**config.mk**
```make
export PLATFORM = sky130hd
export DESIGN_NAME = ppe_wrr_arbiter
export DESIGN_NICKNAME = d
export VERILOG_FILES = /design/src/rtl/ppe_pkg.sv /design/src/rtl/ppe_slice_chain.sv /design/src/rtl/ppe_wrr_arbiter.sv
export SDC_FILE = /design/constraint.sdc
export NUM_CORES = 1
export LEC_CHECK = 0
export ABC_CLOCK_PERIOD_IN_PS = 12700
export CAP_MARGIN = 25
export CELL_PAD_IN_SITES_DETAIL_PLACEMENT = 1
export CELL_PAD_IN_SITES_GLOBAL_PLACEMENT = 1
export CORE_UTILIZATION = 38
export CTS_CLUSTER_DIAMETER = 60
export DETAILED_ROUTE_END_ITERATION = 10
export PLACE_DENSITY = 0.93
export REMOVE_ABC_BUFFERS = 1
export SLEW_MARGIN = 20
export SYNTH_ARGS = -nofsm -noshare
export SYNTH_HDL_FRONTEND = slang
export SYNTH_SLANG_ARGS = --single-unit
```
**constraint.sdc**
```tcl
create_clock -name clk -period 12.7 [get_ports clk]
set_clock_uncertainty 0.05 [all_clocks]
set_input_delay 2.54 -clock clk [delete_from_list [all_inputs] [get_ports clk]]
set_output_delay 2.54 -clock clk [all_outputs]
set_load 0.02 [all_outputs]
```
**src/rtl/ppe_pkg.sv**
```systemverilog
// ppe_pkg: shared state type, weight floor and one-hot helpers for the weighted round-robin arbiter.
package ppe_pkg;
  typedef enum logic {ARB, PKT} ppe_state_e;
  localparam int WEIGHT_MIN = 1;
  localparam int MAX_N = 32;
  localparam int MAX_W = $clog2(MAX_N);
  typedef logic [0:MAX_N-1] ppe_vec_t;
  // Moves bit i to bit i+1, so bit n-1 wraps to bit 0
  function automatic ppe_vec_t rotate_r(input ppe_vec_t v, input int n);
    ppe_vec_t r;
    r = '0;
    for (int i = 0; i < MAX_N; i++)
      if (i < n) r[MAX_W'((i + 1) % n)] = v[MAX_W'(i)];
    return r;
  endfunction
  function automatic int onehot2idx(input ppe_vec_t v);
    int r;
    r = 0;
    for (int i = 0; i < MAX_N; i++)
      if (v[MAX_W'(i)]) r = i;
    return r;
  endfunction
endpackage

```
**src/rtl/ppe_slice_chain.sv**
```systemverilog
// ppe_slice_chain: combinational programmable priority encoder; the carry ring is unrolled twice to avoid a loop.
module ppe_slice_chain #(
  parameter int N = 5
) (
  input  logic [0:N-1] i_request,
  input  logic [0:N-1] i_priority,
  output logic [0:N-1] o_grant
);
  localparam int IW = $clog2(N);
  logic carry;
  always_comb begin
    carry = 1'b0;
    o_grant = '0;
    for (int k = 0; k < 2 * N; k++) begin
      carry = carry | (k < N && i_priority[IW'(k % N)]);
      o_grant[IW'(k % N)] = o_grant[IW'(k % N)] | (carry & i_request[IW'(k % N)]);
      carry = carry & ~i_request[IW'(k % N)];
    end
  end
endmodule

```
**src/rtl/ppe_wrr_arbiter.sv**
```systemverilog
// ppe_wrr_arbiter: N-way weighted round-robin arbiter with packet locking and a valid/ready output.
// Define PPE_WRR_TIMEOUT_EN to add a watchdog that force-releases a lock stalled for TIMEOUT ce-cycles.
module ppe_wrr_arbiter
  import ppe_pkg::*;
#(
  parameter int N        = 5,
  parameter int WEIGHT_W = 4,
  parameter int TIMEOUT  = 256
) (
  input  logic                clk,
  input  logic                reset_n,
  input  logic                ce,
  input  logic [0:N-1]        i_request,
  input  logic [0:N-1]        i_tail,
  input  logic [WEIGHT_W-1:0] i_weight [N],
  input  logic                i_ready,
  output logic [0:N-1]        o_grant,
  output logic                o_valid,
  output logic                o_locked,
  output logic                o_timeout
);
  localparam int IW = $clog2(N);
  localparam logic [0:N-1] PRI_RST = {1'b1, {(N - 1){1'b0}}};
  ppe_state_e state_q, state_d;
  logic [0:N-1] pri_q, pri_d, owner_q, owner_d, ppe_grant;
  logic [WEIGHT_W-1:0] credit_q, credit_d, wsel, base, dec;
  logic [IW-1:0] win;
  ppe_vec_t owner_pad, rot;
  logic xfer, tail_w, tmo, unused_rot;

  ppe_slice_chain #(.N(N)) u_chain (
    .i_request (i_request),
    .i_priority(pri_q),
    .o_grant   (ppe_grant)
  );

  assign o_grant = !reset_n ? '0 : state_q == PKT ? owner_q & i_request : ppe_grant;
  assign o_valid = |o_grant;
  assign o_locked = reset_n && state_q == PKT;
  assign o_timeout = tmo;
  assign xfer = ce && o_valid && i_ready;
  assign tail_w = |(o_grant & i_tail);
  assign owner_d = xfer ? o_grant : owner_q;
  // owner_d equals the winner on xfer and the stalled owner on watchdog release, so it feeds both helpers
  always_comb begin
    owner_pad = '0;
    owner_pad[0:N-1] = owner_d;
  end
  assign rot = rotate_r(owner_pad, N);
  assign unused_rot = ^rot;
  assign win = IW'(onehot2idx(owner_pad));
  assign wsel = i_weight[win];
  // An exhausted credit reloads even for the same owner, so a lone requester never wraps the counter
  assign base = (o_grant != owner_q || credit_q == '0) ? (wsel == '0 ? WEIGHT_W'(WEIGHT_MIN) : wsel) : credit_q;
  assign dec = base - WEIGHT_W'(1);

  always_comb begin
    state_d = xfer ? (tail_w ? PKT == PKT ? ARB : PKT : PKT) : tmo ? ARB : state_q;
    pri_d = (xfer && tail_w && dec == '0) || tmo ? rot[0:N-1] : xfer && tail_w ? o_grant : pri_q;
    credit_d = tmo ? '0 : !xfer ? credit_q : tail_w ? dec : base;
  end

`ifdef PPE_WRR_TIMEOUT_EN
  localparam int WD_W = $clog2(TIMEOUT);
  logic [WD_W-1:0] wd_q, wd_d;
  logic idle;
  assign idle = reset_n && ce && state_q == PKT && !xfer;
  assign tmo = idle && wd_q == WD_W'(TIMEOUT - 1);
  assign wd_d = !ce ? wd_q : idle && !tmo ? wd_q + WD_W'(1) : '0;
  always_ff @(posedge clk) wd_q <= !reset_n ? '0 : wd_d;
`else
  localparam int unused_timeout = TIMEOUT;
  assign tmo = 1'b0;
`endif

  always_ff @(posedge clk) begin
    if (!reset_n) begin
      state_q  <= ARB;
      pri_q    <= PRI_RST;
      owner_q  <= '0;
      credit_q <= '0;
    end else begin
      state_q  <= state_d;
      pri_q    <= pri_d;
      owner_q  <= owner_d;
      credit_q <= credit_d;
    end
  end
endmodule

```
==> out/qor.yml <==
logic_synthesis:
  syn_inst: 177
  yosys.area_share.simple: 0.261
  synthFlopType: "dfxtp_1"
  synth.avg_cell_area_um2: 8.65
  synthXorXnorAreaFrac: 0.0229
  ys_ff_latch: 14
  synth_top_family_by_area: "compound AO/OA/AOI/OAI gates"
  synth-edff-count: 0
  synth.area.mux_share: 0.0662
  ys_seq_area_frac: 0.183
  async_flop_share: 0
  synth_compound_area_frac: 0.386
  yosysUniqueCellTypes: 75
  yosys_warnings: 0
  synth_fa_ha_area_frac: 0.0164
  syn_area_um2: 1530
die:
  io_pins: 42
  core-area_um2: 3770
  die-area_um2: 4280
  die_y_um: 65.5
  row_count: 22
  die_w_um: 65.5
  initial_utilization: 0.406
clock_tree:
  cts_root_buffer: "clkbuf_8"
  post_cts_resize_count: 0
  cts_buffers: 3
  cts_max_level: 1
  clk_path_buf_depth: 2
  ctsHoldBuffers: 0
  clkSinkCount: 14
  cts_tree: "built"
  worstSkewPairLatency_ps: 250
  path_clk_slew_ps: 60
  cts_setup_buffers: 0
routing:
  final_antenna_net_count: 0
  wl_per_cell_um: 20.2
  dr_total_vias: 1609
  dr.pass1.iters: 4
  drt_iter0_drc: 79
  drc: 0
  viasPerCell: 6.09
  totalWireLength_um: 5320
sta:
  clock.fmax_ghz: 0.138
  worst_pin_slew_ps: 632
  period_needed_ps: 7250
  relSlewSlack: 0.576
  setup_tns_ps: 0
  hold_violations: 0
  slew_violations: 0
  rsz0062_at_grt: "false"
  setup_violations: 0
  period_share: 0.571
critical_path:
  cp-end-kind: "output port"
  reg2reg_setup_slack_ps: 8370
  cp.required_ps: 10110
  worstPathArrival_ps: 4660
  worst-setup-path-type: "in -> out"
  startpoint_type: "input pin"
  max_stage_delay_ps: 590
  critPathSlowestCell: "clkdlybuf4s50_1"
  path_max_fanout: 7
  timing.rr.start: "state_q"
  path_cells: "clkdlybuf4s50_1, nand2b_2, a221oi_2, o31ai_2, inv_1, clkdlybuf4s50_1"
  rr_worst_depth: 15
  worstReg2RegEnd: "pri_q[1]"
  crit_top_cell: "clkdlybuf4s50_1"
hold_path:
  hp-start: "pri_q[2]"
  hold_class: "reg -> reg"
  whs_path_depth: 2
  hold_end: "pri_q[2]"
global_route:
  grt_usage: 0.268
  grt_pass1_vias: 1688
  grt_max_degree: 23
  gr-usage-met3: 0.0347
  antenna_found_initial: 0
  grt_util_met1: 0.331
  met2_usage: 0.483
  grt.overflow.total: 0
  grt_pass1_wl_um: 8690
  top_usage_layer: "met2"
place:
  gp_congestion: 0.879
  post-dp-hpwl_um: 4200
  placed_area_um2: 1950
  port_buffers: 40
final_layout:
  design_area_um2: 2000
  area_delta_synth_final_pct: 30.7
  layout_common_cells: "40 x clkdlybuf4s50_1, 16 x nand2_1, 14 x dfxtp_1"
  final_nets: 253
  antenna-diode-count: 0
  nFillCells: 440
  layout_commonest_cell: "clkdlybuf4s50_1"
  layout-drive-gt1-share: 0.157
power:
  pwr-share-clk: 0.250
  power.switching_mw: 0.0678
  peakVddDrop_v: 0.0000514
  power_frac_seq: 0.267
  cellLeakagePower_nw: 0.720
  p_per_area_nw_per_um2: 91.0
  p_int_mw: 0.114
  p_comb_frac: 0.484
  switching_share: 0.372
outcome:
  status: "finished, final reports clean"
job:
  drv_cap: 0
## final cells by class
type | count | area, µm² | share of cell area
timing repair buffer | 41 | 408 | 0.204
sequential | 14 | 280 | 0.140
clock buffer | 4 | 55.1 | 0.0275
inverter | 10 | 42.5 | 0.0213
tap | 48 | 60.1 | 0.0300
multi-input combinational | 147 | 1150 | 0.577
## synth_stat cells (all sizes together), types with 3 or more instances
library cell,instances,area share
a2111oi,3,0.029
a211o,3,0.024
a211oi,4,0.020
a21oi,7,0.030
a41oi,3,0.027
and2,6,0.025
and2b,6,0.029
buf,5,0.026
dfxtp,14,0.18
inv,9,0.022
mux2,3,0.027
mux2i,6,0.039
nand2,16,0.039
nand2b,3,0.019
nand3,8,0.034
nor2,11,0.034
nor2b,4,0.016
nor3,3,0.017
o211ai,3,0.018
o21ai,13,0.047
o31ai,4,0.023
xnor2,4,0.023
## sequential cells by signal, indices dropped and copies added (netlist names)
signal and count:
pri_q 4, owner_q 5, credit_q 4, state_q 1
## per-layer routing
metal	wire [µm]	vias to the layer above
met5	0	-
met4	100	0
met3	173	11
met2	2750	42
met1	2290	803
li1	-	753
## power by group through the flow
stage / registers (mW) / clock network [mW] / logic [mW]
after floorplan: 0.0485 / 0 / 0.0585
after global placement: 0.0492 / 0 / 0.0840
after detailed placement: 0.0493 / 0 / 0.0873
after CTS: 0.0485 / 0.0453 / 0.0881
after global routing: 0.0489 / 0.0481 / 0.0941
final: 0.0486 / 0.0455 / 0.0880
## how the worst max path moves through the flow
stage | startpoint | endpoint | depth (start not counted)
6_report | i_request[0] | o_grant[3] | 6
5_1_grt | i_request[0] | o_grant[3] | 6
4_1_cts | i_request[0] | o_grant[3] | 6
3_5_place_dp | reset_n | o_valid | 8
3_3_place_gp | reset_n | o_valid | 8
2_1_floorplan | i_request[0] | o_valid | 4
## critical path, delay by kind of cell
kind | cells | cell delay (ps)
simple gates | 1 | 180
buf+inv | 3 | 1300
compound gates | 2 | 640
## stage by stage
step | hold WS, ps | setup WS (ps) | cells | util | power, mW
detailed placement | 466 | 5490 | 260 | 0.516 | 0.137
finish | 472 | 5450 | 264 | 0.531 | 0.182
floorplan | 426 | 6680 | 171 | - | 0.107
global placement | 447 | 5550 | 260 | 0.516 | 0.133
global route | 507 | 5350 | 264 | 0.531 | 0.191
CTS | 476 | 5470 | 264 | 0.531 | 0.182
## cell families after synthesis
group,Yosys count
compound gates,64
xor+xnor,4
fa+ha+maj,2
buf+inv,16
flops,14
mux,9
other cells,1
simple gates,67
Note: power is estimated with default switching activity, not from simulation.
